===== src/rtl/ahb_decoder_mux_if.sv =====
// Bus bundle between the AHB-Lite master, the decoder/mux and up to four slaves.
// Optional DECODE_ERR_CAPTURE_EN adds the ERR_ADDR / ERR_CNT capture outputs.
interface ahb_decoder_mux_if;
  logic [31:0] HADDR;
  logic [1:0]  HTRANS;

  logic        HSEL_S0;
  logic        HSEL_S1;
  logic        HSEL_S2;
  logic        HSEL_S3;

  logic [31:0] HRDATA_S0;
  logic [31:0] HRDATA_S1;
  logic [31:0] HRDATA_S2;
  logic [31:0] HRDATA_S3;
  logic        HREADYOUT_S0;
  logic        HREADYOUT_S1;
  logic        HREADYOUT_S2;
  logic        HREADYOUT_S3;
  logic        HRESP_S0;
  logic        HRESP_S1;
  logic        HRESP_S2;
  logic        HRESP_S3;

  logic        HREADY;
  logic [31:0] HRDATA;
  logic        HRESP;

`ifdef DECODE_ERR_CAPTURE_EN
  logic [31:0] ERR_ADDR;
  logic [7:0]  ERR_CNT;
`endif

  // Decoder/mux side of the bundle.
  modport slave (
    input  HADDR, HTRANS,
    input  HRDATA_S0, HRDATA_S1, HRDATA_S2, HRDATA_S3,
    input  HREADYOUT_S0, HREADYOUT_S1, HREADYOUT_S2, HREADYOUT_S3,
    input  HRESP_S0, HRESP_S1, HRESP_S2, HRESP_S3,
    output HSEL_S0, HSEL_S1, HSEL_S2, HSEL_S3,
    output HREADY, HRDATA, HRESP
`ifdef DECODE_ERR_CAPTURE_EN
    , output ERR_ADDR, ERR_CNT
`endif
  );

  // Master and slave-peripheral side of the bundle.
  modport master (
    output HADDR, HTRANS,
    output HRDATA_S0, HRDATA_S1, HRDATA_S2, HRDATA_S3,
    output HREADYOUT_S0, HREADYOUT_S1, HREADYOUT_S2, HREADYOUT_S3,
    output HRESP_S0, HRESP_S1, HRESP_S2, HRESP_S3,
    input  HSEL_S0, HSEL_S1, HSEL_S2, HSEL_S3,
    input  HREADY, HRDATA, HRESP
`ifdef DECODE_ERR_CAPTURE_EN
    , input ERR_ADDR, ERR_CNT
`endif
  );
endinterface


===== src/rtl/ahb_decoder_mux.sv =====
// AHB-Lite address decoder, response mux and two-cycle ERROR default slave.
// Define DECODE_ERR_CAPTURE_EN to add unmapped-address capture (ERR_ADDR, ERR_CNT).
module ahb_decoder_mux #(
  parameter logic [7:0] S0_BASE = 8'h00,
  parameter logic [7:0] S1_BASE = 8'h50,
  parameter logic [7:0] S2_BASE = 8'h51,
  parameter logic [7:0] S3_BASE = 8'h52
) (
  input  logic            HCLK,
  input  logic            HRESETn,
  ahb_decoder_mux_if.slave bus
);

  typedef enum logic [2:0] {
    SEL_S0   = 3'd0,
    SEL_S1   = 3'd1,
    SEL_S2   = 3'd2,
    SEL_S3   = 3'd3,
    SEL_DEF  = 3'd4,
    SEL_NONE = 3'd5
  } sel_t;

  typedef enum logic [1:0] {
    ST_IDLE = 2'd0,
    ST_ERR1 = 2'd1,
    ST_ERR2 = 2'd2
  } def_state_t;

  localparam logic [7:0] BASE [4] = '{S0_BASE, S1_BASE, S2_BASE, S3_BASE};

  logic [3:0]  match;
  logic [31:0] rdata_s [4];
  logic [3:0]  ready_s;
  logic [3:0]  resp_s;

  sel_t        dec_sel;
  sel_t        sel_d;
  sel_t        sel_q;
  def_state_t  state_q;
  logic        def_hready_q;
  logic        def_hresp_q;

  logic        hready;
  logic        hresp;
  logic [31:0] hrdata;
  logic        err_accept;

  genvar gi;
  generate
    for (gi = 0; gi < 4; gi++) begin : g_match
      assign match[gi] = (bus.HADDR[31:24] == BASE[gi]);
    end
  endgenerate

  assign rdata_s[0] = bus.HRDATA_S0;
  assign rdata_s[1] = bus.HRDATA_S1;
  assign rdata_s[2] = bus.HRDATA_S2;
  assign rdata_s[3] = bus.HRDATA_S3;
  assign ready_s    = {bus.HREADYOUT_S3, bus.HREADYOUT_S2, bus.HREADYOUT_S1, bus.HREADYOUT_S0};
  assign resp_s     = {bus.HRESP_S3, bus.HRESP_S2, bus.HRESP_S1, bus.HRESP_S0};

  // Lowest index wins when bases overlap, so at most one select is ever high.
  always_comb begin
    dec_sel = SEL_DEF;
    if (match[0])      dec_sel = SEL_S0;
    else if (match[1]) dec_sel = SEL_S1;
    else if (match[2]) dec_sel = SEL_S2;
    else if (match[3]) dec_sel = SEL_S3;
  end

  assign bus.HSEL_S0 = (dec_sel == SEL_S0);
  assign bus.HSEL_S1 = (dec_sel == SEL_S1);
  assign bus.HSEL_S2 = (dec_sel == SEL_S2);
  assign bus.HSEL_S3 = (dec_sel == SEL_S3);

  assign err_accept = (dec_sel == SEL_DEF) && bus.HTRANS[1] && hready;

  always_comb begin
    sel_d = sel_q;
    if (hready) sel_d = dec_sel;
  end

  always_ff @(posedge HCLK) begin
    if (!HRESETn) sel_q <= SEL_NONE;
    else          sel_q <= sel_d;
  end

  // Outputs are registered alongside the state so they line up with it.
  always_ff @(posedge HCLK) begin
    if (!HRESETn) begin
      state_q      <= ST_IDLE;
      def_hready_q <= 1'b1;
      def_hresp_q  <= 1'b0;
    end else begin
      case (state_q)
        ST_IDLE: begin
          if (err_accept) begin
            state_q      <= ST_ERR1;
            def_hready_q <= 1'b0;
            def_hresp_q  <= 1'b1;
          end
        end
        ST_ERR1: begin
          state_q      <= ST_ERR2;
          def_hready_q <= 1'b1;
          def_hresp_q  <= 1'b1;
        end
        ST_ERR2: begin
          if (err_accept) begin
            state_q      <= ST_ERR1;
            def_hready_q <= 1'b0;
            def_hresp_q  <= 1'b1;
          end else begin
            state_q      <= ST_IDLE;
            def_hready_q <= 1'b1;
            def_hresp_q  <= 1'b0;
          end
        end
        default: begin
          state_q      <= ST_IDLE;
          def_hready_q <= 1'b1;
          def_hresp_q  <= 1'b0;
        end
      endcase
    end
  end

  // Data-phase mux follows the registered selection, never the live decode.
  always_comb begin
    hready = 1'b1;
    hresp  = 1'b0;
    hrdata = 32'h0;
    case (sel_q)
      SEL_S0, SEL_S1, SEL_S2, SEL_S3: begin
        hready = ready_s[sel_q[1:0]];
        hresp  = resp_s[sel_q[1:0]];
        hrdata = rdata_s[sel_q[1:0]];
      end
      SEL_DEF: begin
        hready = def_hready_q;
        hresp  = def_hresp_q;
      end
      default: ;
    endcase
  end

  assign bus.HREADY = hready;
  assign bus.HRESP  = hresp;
  assign bus.HRDATA = hrdata;

`ifdef DECODE_ERR_CAPTURE_EN
  logic [31:0] err_addr_d;
  logic [31:0] err_addr_q;
  logic [7:0]  err_cnt_d;
  logic [7:0]  err_cnt_q;

  always_comb begin
    err_addr_d = err_addr_q;
    err_cnt_d  = err_cnt_q;
    if (err_accept) begin
      err_addr_d = bus.HADDR;
      if (err_cnt_q != 8'hFF) err_cnt_d = err_cnt_q + 8'd1;
    end
  end

  always_ff @(posedge HCLK) begin
    if (!HRESETn) begin
      err_addr_q <= 32'h0;
      err_cnt_q  <= 8'h0;
    end else begin
      err_addr_q <= err_addr_d;
      err_cnt_q  <= err_cnt_d;
    end
  end

  assign bus.ERR_ADDR = err_addr_q;
  assign bus.ERR_CNT  = err_cnt_q;
`endif

  // Low address bits and HTRANS[0] never influence decode.
  logic unused_bits;
  assign unused_bits = ^{bus.HADDR[23:0], bus.HTRANS[0]};

endmodule


===== src/flat_wrapper.sv =====
// flat-port wrapper written by rule: the top's interface ports become plain ports
module ahb_decoder_mux_flat 
#(
  parameter logic [7:0] S0_BASE = 8'h00,
  parameter logic [7:0] S1_BASE = 8'h50,
  parameter logic [7:0] S2_BASE = 8'h51,
  parameter logic [7:0] S3_BASE = 8'h52
)
  (HCLK, HRESETn, bus_HADDR, bus_HTRANS, bus_HRDATA_S0, bus_HRDATA_S1, bus_HRDATA_S2, bus_HRDATA_S3, bus_HREADYOUT_S0, bus_HREADYOUT_S1, bus_HREADYOUT_S2, bus_HREADYOUT_S3, bus_HRESP_S0, bus_HRESP_S1, bus_HRESP_S2, bus_HRESP_S3, bus_HSEL_S0, bus_HSEL_S1, bus_HSEL_S2, bus_HSEL_S3, bus_HREADY, bus_HRDATA, bus_HRESP);
  ahb_decoder_mux_if bus_i ();
  input  logic HCLK;
  input  logic HRESETn;
  input wire logic [$bits(bus_i.HADDR)-1:0] bus_HADDR;
  input wire logic [$bits(bus_i.HTRANS)-1:0] bus_HTRANS;
  input wire logic [$bits(bus_i.HRDATA_S0)-1:0] bus_HRDATA_S0;
  input wire logic [$bits(bus_i.HRDATA_S1)-1:0] bus_HRDATA_S1;
  input wire logic [$bits(bus_i.HRDATA_S2)-1:0] bus_HRDATA_S2;
  input wire logic [$bits(bus_i.HRDATA_S3)-1:0] bus_HRDATA_S3;
  input wire logic [$bits(bus_i.HREADYOUT_S0)-1:0] bus_HREADYOUT_S0;
  input wire logic [$bits(bus_i.HREADYOUT_S1)-1:0] bus_HREADYOUT_S1;
  input wire logic [$bits(bus_i.HREADYOUT_S2)-1:0] bus_HREADYOUT_S2;
  input wire logic [$bits(bus_i.HREADYOUT_S3)-1:0] bus_HREADYOUT_S3;
  input wire logic [$bits(bus_i.HRESP_S0)-1:0] bus_HRESP_S0;
  input wire logic [$bits(bus_i.HRESP_S1)-1:0] bus_HRESP_S1;
  input wire logic [$bits(bus_i.HRESP_S2)-1:0] bus_HRESP_S2;
  input wire logic [$bits(bus_i.HRESP_S3)-1:0] bus_HRESP_S3;
  output wire logic [$bits(bus_i.HSEL_S0)-1:0] bus_HSEL_S0;
  output wire logic [$bits(bus_i.HSEL_S1)-1:0] bus_HSEL_S1;
  output wire logic [$bits(bus_i.HSEL_S2)-1:0] bus_HSEL_S2;
  output wire logic [$bits(bus_i.HSEL_S3)-1:0] bus_HSEL_S3;
  output wire logic [$bits(bus_i.HREADY)-1:0] bus_HREADY;
  output wire logic [$bits(bus_i.HRDATA)-1:0] bus_HRDATA;
  output wire logic [$bits(bus_i.HRESP)-1:0] bus_HRESP;
  assign bus_i.HADDR = bus_HADDR;
  assign bus_i.HTRANS = bus_HTRANS;
  assign bus_i.HRDATA_S0 = bus_HRDATA_S0;
  assign bus_i.HRDATA_S1 = bus_HRDATA_S1;
  assign bus_i.HRDATA_S2 = bus_HRDATA_S2;
  assign bus_i.HRDATA_S3 = bus_HRDATA_S3;
  assign bus_i.HREADYOUT_S0 = bus_HREADYOUT_S0;
  assign bus_i.HREADYOUT_S1 = bus_HREADYOUT_S1;
  assign bus_i.HREADYOUT_S2 = bus_HREADYOUT_S2;
  assign bus_i.HREADYOUT_S3 = bus_HREADYOUT_S3;
  assign bus_i.HRESP_S0 = bus_HRESP_S0;
  assign bus_i.HRESP_S1 = bus_HRESP_S1;
  assign bus_i.HRESP_S2 = bus_HRESP_S2;
  assign bus_i.HRESP_S3 = bus_HRESP_S3;
  assign bus_HSEL_S0 = bus_i.HSEL_S0;
  assign bus_HSEL_S1 = bus_i.HSEL_S1;
  assign bus_HSEL_S2 = bus_i.HSEL_S2;
  assign bus_HSEL_S3 = bus_i.HSEL_S3;
  assign bus_HREADY = bus_i.HREADY;
  assign bus_HRDATA = bus_i.HRDATA;
  assign bus_HRESP = bus_i.HRESP;
  ahb_decoder_mux #(.S0_BASE(S0_BASE), .S1_BASE(S1_BASE), .S2_BASE(S2_BASE), .S3_BASE(S3_BASE)) u_core (.HCLK(HCLK), .HRESETn(HRESETn), .bus(bus_i));
endmodule

===== config.mk =====
export PLATFORM = sky130hd
export DESIGN_NAME = ahb_decoder_mux_flat
export DESIGN_NICKNAME = d
export VERILOG_FILES = /design/src/rtl/ahb_decoder_mux_if.sv /design/src/rtl/ahb_decoder_mux.sv /design/src/flat_wrapper.sv
export SDC_FILE = /design/constraint.sdc
export NUM_CORES = 1
export LEC_CHECK = 0
export ABC_AREA = 1
export BUFFER_PORTS_ARGS = -buffer_cell sky130_fd_sc_hd__buf_2
export CAP_MARGIN = 10
export CELL_PAD_IN_SITES_DETAIL_PLACEMENT = 1
export CELL_PAD_IN_SITES_GLOBAL_PLACEMENT = 1
export CORE_ASPECT_RATIO = 1.1
export CORE_MARGIN = 3
export CORE_UTILIZATION = 17
export CTS_CLUSTER_SIZE = 40
export DETAILED_ROUTE_END_ITERATION = 10
export PLACE_DENSITY_LB_ADDON = 0.25
export SLEW_MARGIN = 20
export SYNTH_ARGS = -nofsm -noshare
export SYNTH_HDL_FRONTEND = slang
export SYNTH_SLANG_ARGS = --single-unit

===== constraint.sdc =====
create_clock -name HCLK -period 1.8 [get_ports HCLK]
set_input_delay 0.45 -clock HCLK [delete_from_list [all_inputs] [get_ports HCLK]]
set_output_delay 0.45 -clock HCLK [all_outputs]
set_load 0.005 [all_outputs]

==> Word-level counts from Yosys, hierarchy flattened <==
Index checks and enable logic that the tools add are counted.
{ "word_totals": {"wordCells": 51, "register_bits": 7, "inputBits": 172, "latch_bits": 0, "mem_count": 0, "romBits": 0, "ramBits": 0} }
{ "classes": {"div_mod_pow": 0, "n_bitwise": 1, "n_reduce_logical": 7, "n_mux": 23, "addsub": 0, "mul": 0, "n_shift": 0, "n_eq_ne": 14, "n_lt_le_gt_ge": 2} }
{ "op_table": {"columns": ["operator", "count"], "rows": [
  ["two-way mux 32 bit", 3],
  ["binary-select mux 32 bit (select 2 bit)", 1],
  ["equality test 8 x 7 -> 1 bit, second input constant", 3],
  ["equality test 3 x 2 -> 1 bit, second input constant", 4],
  ["two-way mux 3 bit", 4],
  ["zero test 8 bit", 1],
  ["two-way mux 1 bit", 7],
  ["equality test 3 x 1 -> 1 bit, second input constant", 2],
  ["equality test 3 bit, second input constant", 2],
  ["zero test 3 bit", 2],
  ["one-hot mux 1 bit (2 select lines)", 3],
  ["one-hot mux 2 bit (3 select lines)", 1],
  ["binary-select mux 1 bit (select 2 bit)", 2],
  ["OR reduction 4 bit", 1],
  ["greater-or-equal comparator 3 bit, second input constant", 1],
  ["< comparator 2 x 3 -> 1 bit, second input constant", 1],
  ["inverter 2 -> 3 bit", 1],
  ["one-hot mux 1 bit (3 select lines)", 1],
  ["equality test 2 x 1 -> 1 bit, second input constant", 1],
  ["equality test 2 bit, second input constant", 1],
  ["logical AND 1 bit", 2],
  ["zero test 2 bit", 1],
  ["two-way mux 2 bit", 1],
  ["!= test 2 x 1 -> 1 bit, second input constant", 1]
]} }

==> Depth between registers and ports, before layout <==
{ "logic_depth": {"word_depth": 10, "ltp_mapped": 10, "mapped_depth_nobuf": 9} }

==> Worst setup path after synthesis <==
Ideal clock, no wire load.
{ "synth_path": {"kind": "flip-flop to output port", "startpoint": "register u_core.sel_q[1]", "endpoint": "output port bus_HRDATA[10]", "t_required_ps": 1350, "path_buffers": 2, "stages_incl_launch_ff": 7, "slack_ps": 298, "arrival_time_ps": 1052, "cell_sequence": "dfxtp_1 -> buf_2 -> inv_2 -> clkbuf_1 -> nor2_1 -> o21ai_0 -> a21oi_1"} }
{ "synth_via": {"elab_chain_len": 5} }
{ "synth_rtl": {"columns": ["element", "line", "rtl"], "rows": [
  ["start, declared", "ahb_decoder_mux.sv:38", "sel_t sel_q;"],
  ["start signal, assigned", "ahb_decoder_mux.sv:85", "else sel_q <= sel_d;"],
  ["inverter 2 -> 3 bit (implied by the code)", "ahb_decoder_mux.sv:137", "hrdata = rdata_s[sel_q[1:0]];"],
  ["binary-select mux 32 bit (select 2 bit)", "ahb_decoder_mux.sv:137", null],
  ["two-way mux 32 bit (implied by the code) (2 in series)", "ahb_decoder_mux.sv:137", null],
  ["two-way mux 32 bit (*)", "ahb_decoder_mux.sv:133", "case (sel_q)"],
  ["end, declared", "flat_wrapper.sv:32", "output wire logic [$bits(bus_i.HRDATA)-1:0] bus_HRDATA;"]
]} }
Every way passes the cells marked *; elsewhere a longest branch is shown, timed or not. The select of a mux whose other input is x is not followed.

==> Final worst setup path <==
{ "layout_path": {"startpoint": "register u_core.sel_q[0]", "endpoint": "output port bus_HRDATA[31]"} }
The elaborated chain is that of the path after synthesis.

==> impl_metrics.env <==
export IMPL_outcome="complete, but fails checks"
export IMPL_violations="setup timing"
export IMPL_vias_per_cell=4.588
export IMPL_stdcell_count=650
export IMPL_arrival_ns=1.44
export IMPL_final_cell_mix="184 x buf_2, 131 x nor2_1, 49 x o21ai_1, 30 x a21oi_1, 27 x nand2_1"
export IMPL_synth_area_leader_cell="nor2_1"
export IMPL_cpPeakStageDelay_ns=0.38
export IMPL_crit_path_cell_trace="buf_12 -> clkbuf_16 -> nor2_1 -> nor2_1 -> o21ai_2 -> a21oi_1 -> buf_2"
export IMPL_cts_buffer_depth=2
export IMPL_reg2reg_depth=8
export IMPL_fmax_mhz=529.2
export IMPL_r2r_setup_slack_ns=0.33
export IMPL_cts_tree="built"
export IMPL_setup_slack_ns=-0.08961
export IMPL_maxCapViolCount=0
export IMPL_setup_viol=32
export IMPL_first_pass_iters=4
export IMPL_min_path_type="in -> reg"
export IMPL_clock_sinks=7
export IMPL_start_util=0.1781
export IMPL_yosysWarnings=0
export IMPL_grt_pass1_vias=2944
export IMPL_hold_buffers=0
export IMPL_path_clk_slew_ns=0.04
export IMPL_critPathTopFamily="buffers and inverters"
export IMPL_clockRootBuffer="clkbuf_8"
export IMPL_yosysUniqueCellTypes=20
export IMPL_synth_avg_cell_area_um2=4.760
export IMPL_min_path_cells=2
export IMPL_grt_pass1_wl_um=13570
export IMPL_slew_viol_final=0
export IMPL_cp_max_fo=7
export IMPL_relSlewSlack=0.7431
export IMPL_rsz0062_at_grt="true"
export IMPL_synth_seq_cells=7
export IMPL_h_tree_depth=1
export IMPL_max_vdd_ir_drop_mv=0.1542
export IMPL_die_w_um=98.62
export IMPL_synth_top_area_share=0.3440
export IMPL_cp_slowest_cell="dfxtp_4"
export IMPL_final_hold_viol_count=0
export IMPL_routed_wirelength_um=9732
export IMPL_antenna_found_initial=0
export IMPL_crit_path_end_kind="output port"
export IMPL_period_share=1.050
export IMPL_io_buffers=184
export IMPL_gr_total_overflow=0
export IMPL_worst_setup_path_type="reg -> out"
export IMPL_min_period_ns=1.890
export IMPL_drive_above_1_share=0.4963
export IMPL_synth_nets=509
export IMPL_final_nets=709
export IMPL_vias=2982
export IMPL_rows=36
export IMPL_fillers=1258
export IMPL_areaGrowthSynthToFinish_pct=103.3
export IMPL_drtIter0Drc=71
export IMPL_cts_buffers=3
export IMPL_cp_required_ns=1.35
export IMPL_die_y_um=107.9
export IMPL_cellPowerDensity_nw_per_um2=419.5
export IMPL_p_leak_nw=1.762
export IMPL_final_common_cell="buf_2"
export IMPL_cp_depth=7
export IMPL_cp_num_buf_inv=3
export IMPL_dp_cells=621
export IMPL_avgRoutedWirePerCell_um=14.97
export IMPL_grt_max_degree=30
export IMPL_drcViolationCount=0
export IMPL_cpMostUsedCell="nor2_1"
export IMPL_grt_use_total=0.1525
export IMPL_syn_inst=337
export IMPL_setup_tns_ns=-1.154
export IMPL_dieArea_um2=10640
export IMPL_clk_latency_ns=0.23
export IMPL_ios=210
export IMPL_finClkSkew_ns=0.002407
export IMPL_dp_hpwl_um=6991
export IMPL_gp_congestion=0.7707
export IMPL_postRouteAntennaNets=0
export IMPL_syn_area_um2=1604
export IMPL_yosysSeqAreaShare=0.08736
export IMPL_antenna_cells=0
export IMPL_yosys_top_cells_area="nor2_1 34%, o21ai_0 21%, a21oi_1 10%"
export IMPL_startpoint_type="flip-flop"
export IMPL_core_um2=9009
export IMPL_worstMarginPinSlew_ns=0.3854
-- worst reg2reg max path, stage by stage (launching register included) --
cell,delay [ns]
dfxtp_4,0.36
buf_12,0.15
buf_12,0.13
nor2_1,0.16
nand2_1,0.12
a21boi_4,0.16
buf_4,0.14
nand2_1,0.05
nand3_1,0.07
-- cell usage after synthesis, drive strengths merged --
library cell	number
inv	15
a21boi	1
clkbuf	12
nor2	147
buf	14
dfxtp	7
nand2	30
a21oi	33
nor3b	1
nand3	7
o22ai	1
clkinv	1
o21ai	68
-- where the power goes --
group          leakage [nW]  total [W]  switching [W]  internal (W)
combinational          1.68   0.000957       0.000478      0.000479
sequential           0.0587   0.000188      0.0000153      0.000173
clock                0.0228   0.000222      0.0000690      0.000153
total                  1.76    0.00137       0.000563      0.000805
-- worst paths after layout --
path / end / startpoint
max: bus_HRDATA[31] / u_core.sel_q[0]$_SDFFE_PN1N_
min: u_core.sel_q[2]$_SDFFE_PN1N_ / HRESETn
max reg2reg: u_core.sel_q[0]$_SDFFE_PN1N_ / u_core.sel_q[0]$_SDFFE_PN1N_
min reg2reg: u_core.state_q[1]$_SDFFE_PN0P_ / u_core.state_q[1]$_SDFFE_PN0P_
-- metrics by stage --
step | hold WS, ns | instance area [µm²] | utilization | worst slack, ns | total power (W)
CTS | 0.4462 | 2808 | 0.3117 | -0.06587 | 0.001167
detailed placement | 0.4547 | 2645 | 0.2936 | 0.06590 | 0.0008712
floorplan | 0.4211 | 1604 | - | 0.2980 | 0.0005609
global placement | 0.4371 | 2645 | 0.2936 | 0.08153 | 0.0008529
global route | 0.4582 | 3261 | 0.3619 | -0.1425 | 0.001488
finish | 0.4524 | 3261 | 0.3619 | -0.08961 | 0.001368
-- final cells by class --
cell class              instances  area, µm²  share of cell area
well taps                     114      142.6             0.04375
repair inverters                2      25.02            0.007675
inverters                      16      72.57             0.02226
clock buffers                   4      45.04             0.01381
repair buffers                219       1415              0.4340
flip-flops and latches          7      145.1             0.04451
multi-input cells             288       1415              0.4340
-- cell families after synthesis --
group	share of synthesized area
and+or+nand+nor	0.4548
buffers and inverters	0.1271
AOI/OAI and AO/OA	0.3307
DFF	0.08736
-- sequential cells by signal, summed over array words and instances (netlist names) --
name / cells
u_core.def_hresp_q: 1
u_core.def_hready_q: 1
u_core.state_q: 2
u_core.sel_q: 3
-- layer usage --
metal	vias to the layer above	global-route usage	wire, µm	share of wire
met5	-	0	0	0
met1	1374	0.1773	3829	0.39
met4	0	0.02439	146	0.015
met2	109	0.2942	5201	0.53
met3	10	0.02528	554	0.057
li1	1489	-	-	-
-- what timing repair did --
item | 4_1_cts | 5_1_grt
pin swaps | 2 | 32
gates resized for setup | 34 | 88
hold endpoints to repair | 0 | 0
endpoints found under the setup margin | 34 | 34
gates cloned | 1 | 8
buffers inserted | 6 | 10
Power figures use the tool's default switching activity.
